File: config.mk
export PLATFORM = sky130hd
export DESIGN_NAME = sha_pad_ctrl
export DESIGN_NICKNAME = d
export VERILOG_FILES = /design/src/rtl/sha_pad_ctrl.sv
export SDC_FILE = /design/constraint.sdc
export NUM_CORES = 1
export LEC_CHECK = 0
export ABC_AREA = 1
export CORE_AREA = 3 3 418 420
export CTS_BUF_LIST = sky130_fd_sc_hd__clkbuf_16
export CTS_CLUSTER_DIAMETER = 80
export DETAILED_ROUTE_END_ITERATION = 7
export DIE_AREA = 0 0 421 423
export DONT_BUFFER_PORTS = 1
export PLACE_DENSITY = 0.4
export SLEW_MARGIN = 30
export SYNTH_ARGS = -nofsm -noshare
export SYNTH_HDL_FRONTEND = slang
export SYNTH_SLANG_ARGS = --single-unit
File: constraint.sdc
create_clock -name clk -period 3.7 [get_ports clk]
set_input_delay 0.74 -clock clk [delete_from_list [all_inputs] [get_ports clk]]
set_output_delay 0.74 -clock clk [all_outputs]
set_load 0.1 [all_outputs]
File: src/rtl/sha_pad_ctrl.sv
// sha_pad_ctrl: SHA-256 single-block front end.
// Packs, pads and length-tags a short message, runs the core, returns the digest.
module sha_pad_ctrl (
    input  logic         clk,
    input  logic         clr,
    input  logic         in_valid,
    output logic         in_ready,
    input  logic [31:0]  in_data,
    input  logic         in_last,
    input  logic [1:0]   in_bytes,
    input  logic         in_empty,
    output logic         core_start,
    output logic [511:0] core_msg,
    input  logic         core_valid,
    input  logic [255:0] core_hash,
    output logic [255:0] digest,
    output logic         digest_valid,
    input  logic         digest_ready,
    output logic         err
);

    typedef enum logic [2:0] {
        IDLE, LOAD, PAD, START, WAIT, OUT, DRAIN, SKIP
    } state_t;

    state_t            state;
    logic [0:15][31:0] msg;
    logic [3:0]        widx;
    logic [3:0]        pidx;
    logic [1:0]        pbyte;
    logic [8:0]        len;

    logic              accept;
    logic [2:0]        nb;
    logic [6:0]        tot;
    logic [31:0]       wdata;

    // Keep the top n bytes of a word.
    function automatic logic [31:0] bmask(input logic [2:0] n);
        logic [31:0] m;
        unique case (n)
            3'd0:    m = 32'h0000_0000;
            3'd1:    m = 32'hFF00_0000;
            3'd2:    m = 32'hFFFF_0000;
            3'd3:    m = 32'hFFFF_FF00;
            default: m = 32'hFFFF_FFFF;
        endcase
        return m;
    endfunction

    assign core_msg = msg;

    // Word acceptance, valid byte count and running message length.
    always_comb begin
        in_ready = 1'b0;
        if (!clr && !core_valid)
            in_ready = (state == IDLE) || (state == LOAD) ||
                       (state == SKIP);
        accept = in_valid & in_ready;
        nb = 3'd4;
        if (in_last && in_empty)
            nb = 3'd0;
        else if (in_last && in_bytes != 2'd0)
            nb = {1'b0, in_bytes};
        tot   = {1'b0, widx, 2'b00} + {4'b0, nb};
        wdata = in_data & bmask(nb);
    end

    // Controller FSM with block storage, padding and digest capture.
    always_ff @(posedge clk) begin
        if (clr) begin
            state        <= IDLE;
            msg          <= '0;
            widx         <= '0;
            pidx         <= '0;
            pbyte        <= '0;
            len          <= '0;
            core_start   <= 1'b0;
            digest       <= '0;
            digest_valid <= 1'b0;
            err          <= 1'b0;
        end else begin
            core_start <= 1'b0;
            err        <= 1'b0;
            unique case (state)
                IDLE, LOAD: begin
                    if (accept) begin
                        if (widx < 4'd14)
                            msg[widx] <= wdata;
                        widx <= widx + 4'd1;
                        if (in_last) begin
                            if (tot > 7'd55) begin
                                err   <= 1'b1;
                                widx  <= '0;
                                state <= IDLE;
                            end else begin
                                len   <= {tot[5:0], 3'b000};
                                pidx  <= widx + 4'(nb == 3'd4);
                                pbyte <= nb[1:0];
                                state <= PAD;
                            end
                        end else if (widx == 4'd14) begin
                            state <= SKIP;
                        end else begin
                            state <= LOAD;
                        end
                    end
                end
                SKIP: begin
                    if (accept && in_last) begin
                        err   <= 1'b1;
                        widx  <= '0;
                        state <= IDLE;
                    end
                end
                PAD: begin
                    for (int i = 0; i < 14; i++) begin
                        if (4'(i) == pidx)
                            msg[i] <= (msg[i] & bmask({1'b0, pbyte})) |
                                      (32'h8000_0000 >> {pbyte, 3'b000});
                        else if (4'(i) > pidx)
                            msg[i] <= '0;
                    end
                    msg[14]    <= '0;
                    msg[15]    <= {23'b0, len};
                    core_start <= 1'b1;
                    state      <= START;
                end
                START: begin
                    state <= WAIT;
                end
                WAIT: begin
                    if (core_valid) begin
                        digest       <= core_hash;
                        digest_valid <= 1'b1;
                        state        <= OUT;
                    end
                end
                OUT: begin
                    if (digest_ready) begin
                        digest_valid <= 1'b0;
                        state        <= DRAIN;
                    end
                end
                DRAIN: begin
                    if (!core_valid) begin
                        widx  <= '0;
                        state <= IDLE;
                    end
                end
                default: state <= IDLE;
            endcase
        end
    end

endmodule

==> run summary, run 1 <==
Logic pwr share = 0.166
worst-margin pin slew = 3.00 ns
largest net degree at the start of global routing = 624
CP startpoint kind = input port
1st-iter DRT viols = 3110
DR DRC count = 0
failing checks = max-slew violations, negative setup slack
Int Power = 16800 uW
Final nets = 4875
met3 WL = 15400 um
Yosys warning count = 0
R2R setup slack = 0.60 ns
switch share = 0.482
most frequent CP cell = buf_4
# fillers = 18963
R2R cell count = 8
fin crit share = 1.25
WS Path Type = input port to output port
Vias = 33597
M1 wire length = 68900 um
routed length per instance = 28.1 um
pwr/cell area = 809 nW/um^2
most frequent cells in the layout = 1182 x nand2_1, 637 x a21oi_1, 453 x nand3_1
die width = 421 um
Pwr Total = 32400 uW
Via-to-Cell Ratio = 4.82
HP Class = input port to flip-flop
syn nets = 5021
Port-buffer cells = 0
outcome = complete, but fails checks
first-pass GRT wire length = 266000 um
Area Growth Syn to Fin = 19.4%
Place WS = 0.562 ns
Clock Sink Count = 788
Post-synth top flop = dfxtp_1
fin worst setup slack = -0.935 ns
most common cell after layout, fill and taps aside = nand2_1
NetSw = 15600 uW
final core occ = 0.234
post-route ant nets = 0
EDFF count, synth = 0
Post-DP HPWL = 140000 um
Flop pwr share = 0.510
FP Rows = 152
Syn Area/Cell = 7.12 sq um
GPL Wtd Cong = 0.915
setup TNS = -22.55 ns
r2r endpoint = core_msg[422]
cts-stage hold buffer count = 0
fraction of layout cells with a size suffix above 1 = 0.164
CTS buffer count = 104
skew final = 0.0353 ns
drt pass-1 iters = 5
worst skew pair latency = 0.74 ns
final setup vio count = 200
Clock Tree Root = clkbuf_16
GRT overflow = 0
WP data required = 2.96 ns
number of synthesized register bits = 788
number of global-route vias before repair = 30931
f_max = 216 MHz
CP max-delay cell = buf_4
H-tree Lvls = 3
post-CTS setup buffer count = 0
synthesized instance count = 4713
Hold Path Cell Cnt = 1
Clock Path Buffers = 3
core area = 171000 sq um
initial antenna violation count = 21
Crit path max-delay family = buffers and inverters
highest metal used = met5
area of the mapped netlist = 33600 sq um
WP buf/inv = 3
Max-cap violations = 0
critical path's largest stage delay = 0.70 ns
Die Ht = 423 um
die area = 178000 sq um
RSZ-0062 raised after global routing = false
Post-synth ARST share = 0
Total GRT Usage = 0.209
CTS tree = built
CTS resizes = 0
Initial Util = 0.196
Slew headroom = -1.00
Max Transition Viols Final = 317
post-synthesis sequential area ratio = 0.470
P_leak = 0.0140 uW
Worst Path Arrival = 3.90 ns
Clock Power Share = 0.324
Setup crit end kind = output port
synth unique cells = 33
fin crit period = 4.64 ns
worst reg2reg path startpoint = state[1]
Fin. Hold Viols = 0
Worst-path clk slew = 0.06 ns
CP Cell Sequence = inv_4, buf_4, nand2_1, nor2_2, buf_4
met2 WL = 103000 um
peak supply drop = 0.000388 V
drt total wl = 196000 um
Top-Level Pins = 1069
hold path start = clr
worst-path fanout max = 623
Hold Crit Endpoint = core_msg[43]
## registers in the layout, indices dropped and copies added, names as in the netlist
signal,count
len,5
pidx,4
core_start,1
digest,256
digest_valid,1
pbyte,1
err,1
core_msg,512
state,3
widx,4
## power groups by stage
| stage | logic [uW] | clock network (uW) | registers, uW |
|---|---|---|---|
| 3_3_place_gp | 5380 | 0 | 16600 |
| 2_1_floorplan | 3390 | 0 | 16200 |
| 3_5_place_dp | 5430 | 0 | 16700 |
| 5_1_grt | 5870 | 11100 | 16600 |
| 4_1_cts | 5440 | 10800 | 16500 |
| 6_report | 5390 | 10500 | 16500 |
## cell type report
class | instances | area, sq um | share of cell area
clock buffers | 104 | 2600 | 0.0649
flip-flops and latches | 788 | 16200 | 0.405
well taps | 2310 | 2890 | 0.0721
clock inverters | 89 | 892 | 0.0223
diodes | 11 | 27.5 | 0.000687
multi-input cells | 3396 | 15700 | 0.391
repair buffers | 152 | 1270 | 0.0318
inverters | 125 | 480 | 0.0120
## cells by family (layout without fill, tap and decap cells)
kind of cell	count (synthesis)	in the layout	synth area share
and+or+nand+nor	2316	2316	0.297
AOI/OAI and AO/OA	1065	1065	0.161
DFF	788	788	0.470
buffers and inverters	529	470	0.0673
adders and majority gates	11	11	0.00410
xor gates and xnor gates	4	4	0.00104
other	0	11	0
## synth_stat cells, types with 5 or more instances
cell type  count  share of area
inv_1         99          0.011
buf_4         14         0.0031
inv_2         24         0.0027
o22ai_1       25         0.0047
clkbuf_1     208          0.023
nor2_4        10         0.0034
ha_1          11         0.0041
o21ai_0      371          0.055
nor2_2        21         0.0039
a21oi_1      637          0.095
o211ai_1       5         0.0011
nand2_1     1186           0.13
nor3_1        26         0.0039
buf_1         24         0.0027
buf_2        153          0.023
nand4_1      199          0.037
o21ai_1       19         0.0028
dfxtp_1      788           0.47
nor2_1       406          0.045
nand2_2       10         0.0019
nand3_1      453          0.068
## how the worst max path moves through the flow
stage	startpoint	endpoint	slack, ns	depth (start not counted)
after floorplan	clr	in_ready	0.50	4
after global placement	clr	core_msg[487]	0.57	5
after detailed placement	clr	core_msg[71]	0.56	7
after CTS	clr	in_ready	0.61	5
after global routing	state[1]	core_msg[336]	0.41	10
final	clr	in_ready	-0.94	5
## worst register-to-register path, stage by stage, from the launching register on
cell	delay, ns
dfxtp_1	0.45
nand2_1	0.16
nor2_4	0.56
buf_4	0.39
nor2_1	0.15
inv_1	0.64
nor2_2	0.29
nand2_1	0.14
a21oi_1	0.06
## routing by layer
metal | GRT usage | up-vias
met1 | 0.217 | 16414
met4 | 0.0934 | 10
met2 | 0.384 | 1320
li1 | - | 15574
met3 | 0.0627 | 279
met5 | 0 | -
## through the flow
stage / hold slack, ns / std cells / area (sq um)
2_1_floorplan: 0.489 / 4713 / 33600
3_3_place_gp: 0.486 / 6769 / 36000
3_5_place_dp: 0.488 / 6770 / 36500
4_1_cts: 0.00751 / 6963 / 40000
5_1_grt: 0.0527 / 6967 / 40100
6_report: 0.107 / 6975 / 40100
Power figures use the tool's default switching activity.
==> run 2, diff against run 1 <==
Settings changed: MAX_ROUTING_LAYER set to met4.
==> run 2 against run 1 <==
  * The run still ends with max-slew violations, negative setup slack left
  * Via count is 0.91% lower
  * Combinational power hardly changed
  * Core utilization is 0.062 points lower
  * Non-clock buffer count is 8 lower
  * First-iteration DRC count is 6.7% lower
  * Flip-flop and latch count stayed put
  * Largest cell class unchanged
==> run summary, run 2 (same netlist as run 1, synthesis figures left out) <==
Max Transition Viols Final = 311
most frequent cells in the layout = 1182 x nand2_1, 637 x a21oi_1, 453 x nand3_1
DP Cell Count = 6762
H-tree Lvls = 3
HP Class = input port to flip-flop
number of global-route vias before repair = 30942
Area Growth Syn to Fin = 19.0%
largest net degree at the start of global routing = 624
Worst-path clk slew = 0.06 ns
f_max = 211 MHz
worst skew pair latency = 0.74 ns
WP data required = 2.96 ns
switch share = 0.484
Initial Util = 0.196
CTS tree = built
Flop pwr share = 0.516
worst-margin pin slew = 3.19 ns
DR DRC count = 0
drt total wl = 196000 um
Post-DP HPWL = 140000 um
failing checks = max-slew violations, negative setup slack
peak supply drop = 0.000403 V
initial antenna violation count = 23
die width = 421 um
Int Power = 16600 uW
final setup vio count = 470
cts-stage hold buffer count = 0
Port-buffer cells = 0
routed length per instance = 28.1 um
GRT overflow = 0
Slew headroom = -1.13
Die Ht = 423 um
Clock Tree Root = clkbuf_16
fin crit share = 1.28
CTS buffer count = 104
Max-cap violations = 0
core area = 171000 sq um
Fin. Hold Viols = 0
Largest register FFs = 512
Logic pwr share = 0.168
Top-Level Pins = 1069
multi-input logic area = 15700 sq um
Vias = 33290
FP Rows = 152
Fin Hold WS = 0.105 ns
Worst Path Arrival = 4.01 ns
WS Path Type = input port to output port
Setup crit end kind = output port
Clock Sink Count = 788
NetSw = 15600 uW
post-CTS setup buffer count = 0
# fillers = 18868
RSZ-0062 raised after global routing = false
Final nets = 4867
skew final = 0.0304 ns
die area = 178000 sq um
final instance count without filler cells = 6977
outcome = complete, but fails checks
worst-path fanout max = 623
CTS resizes = 0
Clock Power Share = 0.316
first-pass GRT wire length = 266000 um
fin worst setup slack = -1.05 ns
Place WS = 0.560 ns
Clock Path Buffers = 3
drt pass-1 iters = 5
Via-to-Cell Ratio = 4.77
post-route ant nets = 0
setup TNS = -79.55 ns
most common cell after layout, fill and taps aside = nand2_1
Seq. cell area = 16200 sq um
fin crit period = 4.75 ns
Total GRT Usage = 0.215
GPL Wtd Cong = 0.924
P_leak = 0.0139 uW
CP startpoint kind = input port
1st-iter DRT viols = 2903
fraction of layout cells with a size suffix above 1 = 0.161
pwr/cell area = 804 nW/um^2
Pwr Total = 32200 uW
run 2: cell types whose count changed in the layout (fill, tap and decap cells not counted), moves of 4 or more:
cell       delta
buf_4        -12
clkinv_8      +4
clkinv_1      -4
diode_2      +13
inv_1         +7
bufinv_16     -4
buf_12        +4
run 2: power by group through the flow:
stage / logic (uW) / registers [uW] / clock network (uW)
final: 5400 / 16600 / 10200
after global routing: 5890 / 16700 / 10700
after CTS: 5430 / 16600 / 10400
after detailed placement: 5420 / 16700 / 0
after global placement: 5350 / 16600 / 0
after floorplan: 3390 / 16200 / 0
run 2: area by class of cell:
class / count / area share
clock inverters: 84 / 0.0176
diodes: 24 / 0.00150
well taps: 2310 / 0.0723
flip-flops and latches: 788 / 0.406
clock buffers: 106 / 0.0664
inverters: 125 / 0.0120
repair buffers: 144 / 0.0316
multi-input cells: 3396 / 0.393
run 2: final timing paths:
check                     start             to  slack [ns]  cells past startpoint
setup / recovery            clr       in_ready       -1.05                      5
hold / removal              clr    core_msg[0]        0.10                      1
setup reg to reg       state[2]  core_msg[103]        0.64                      8
hold reg to reg   core_msg[434]  core_msg[434]        0.49                      2
run 2: metrics by stage:
step | instance area (sq um) | util
5_1_grt | 40000 | 0.233
2_1_floorplan | 33600 | -
4_1_cts | 39800 | 0.232
3_5_place_dp | 36500 | 0.213
3_3_place_gp | 36000 | 0.210
6_report | 40000 | 0.233
run 2: per-layer routing:
| layer | vias to the layer above | part of all wire | GRT usage |
|---|---|---|---|
| li1 | 15588 | - | - |
| met1 | 16233 | 0.36 | 0.221 |
| met2 | 1199 | 0.52 | 0.381 |
| met3 | 270 | 0.070 | 0.0602 |
| met4 | 0 | 0.046 | 0.0937 |
| met5 | - | 0 | - |
run 2: critical path: stages:
cell and delay (ns):
inv_4 0.49, buf_4 0.69, nand2_1 0.14, nor2_2 0.10
buf_4 0.35
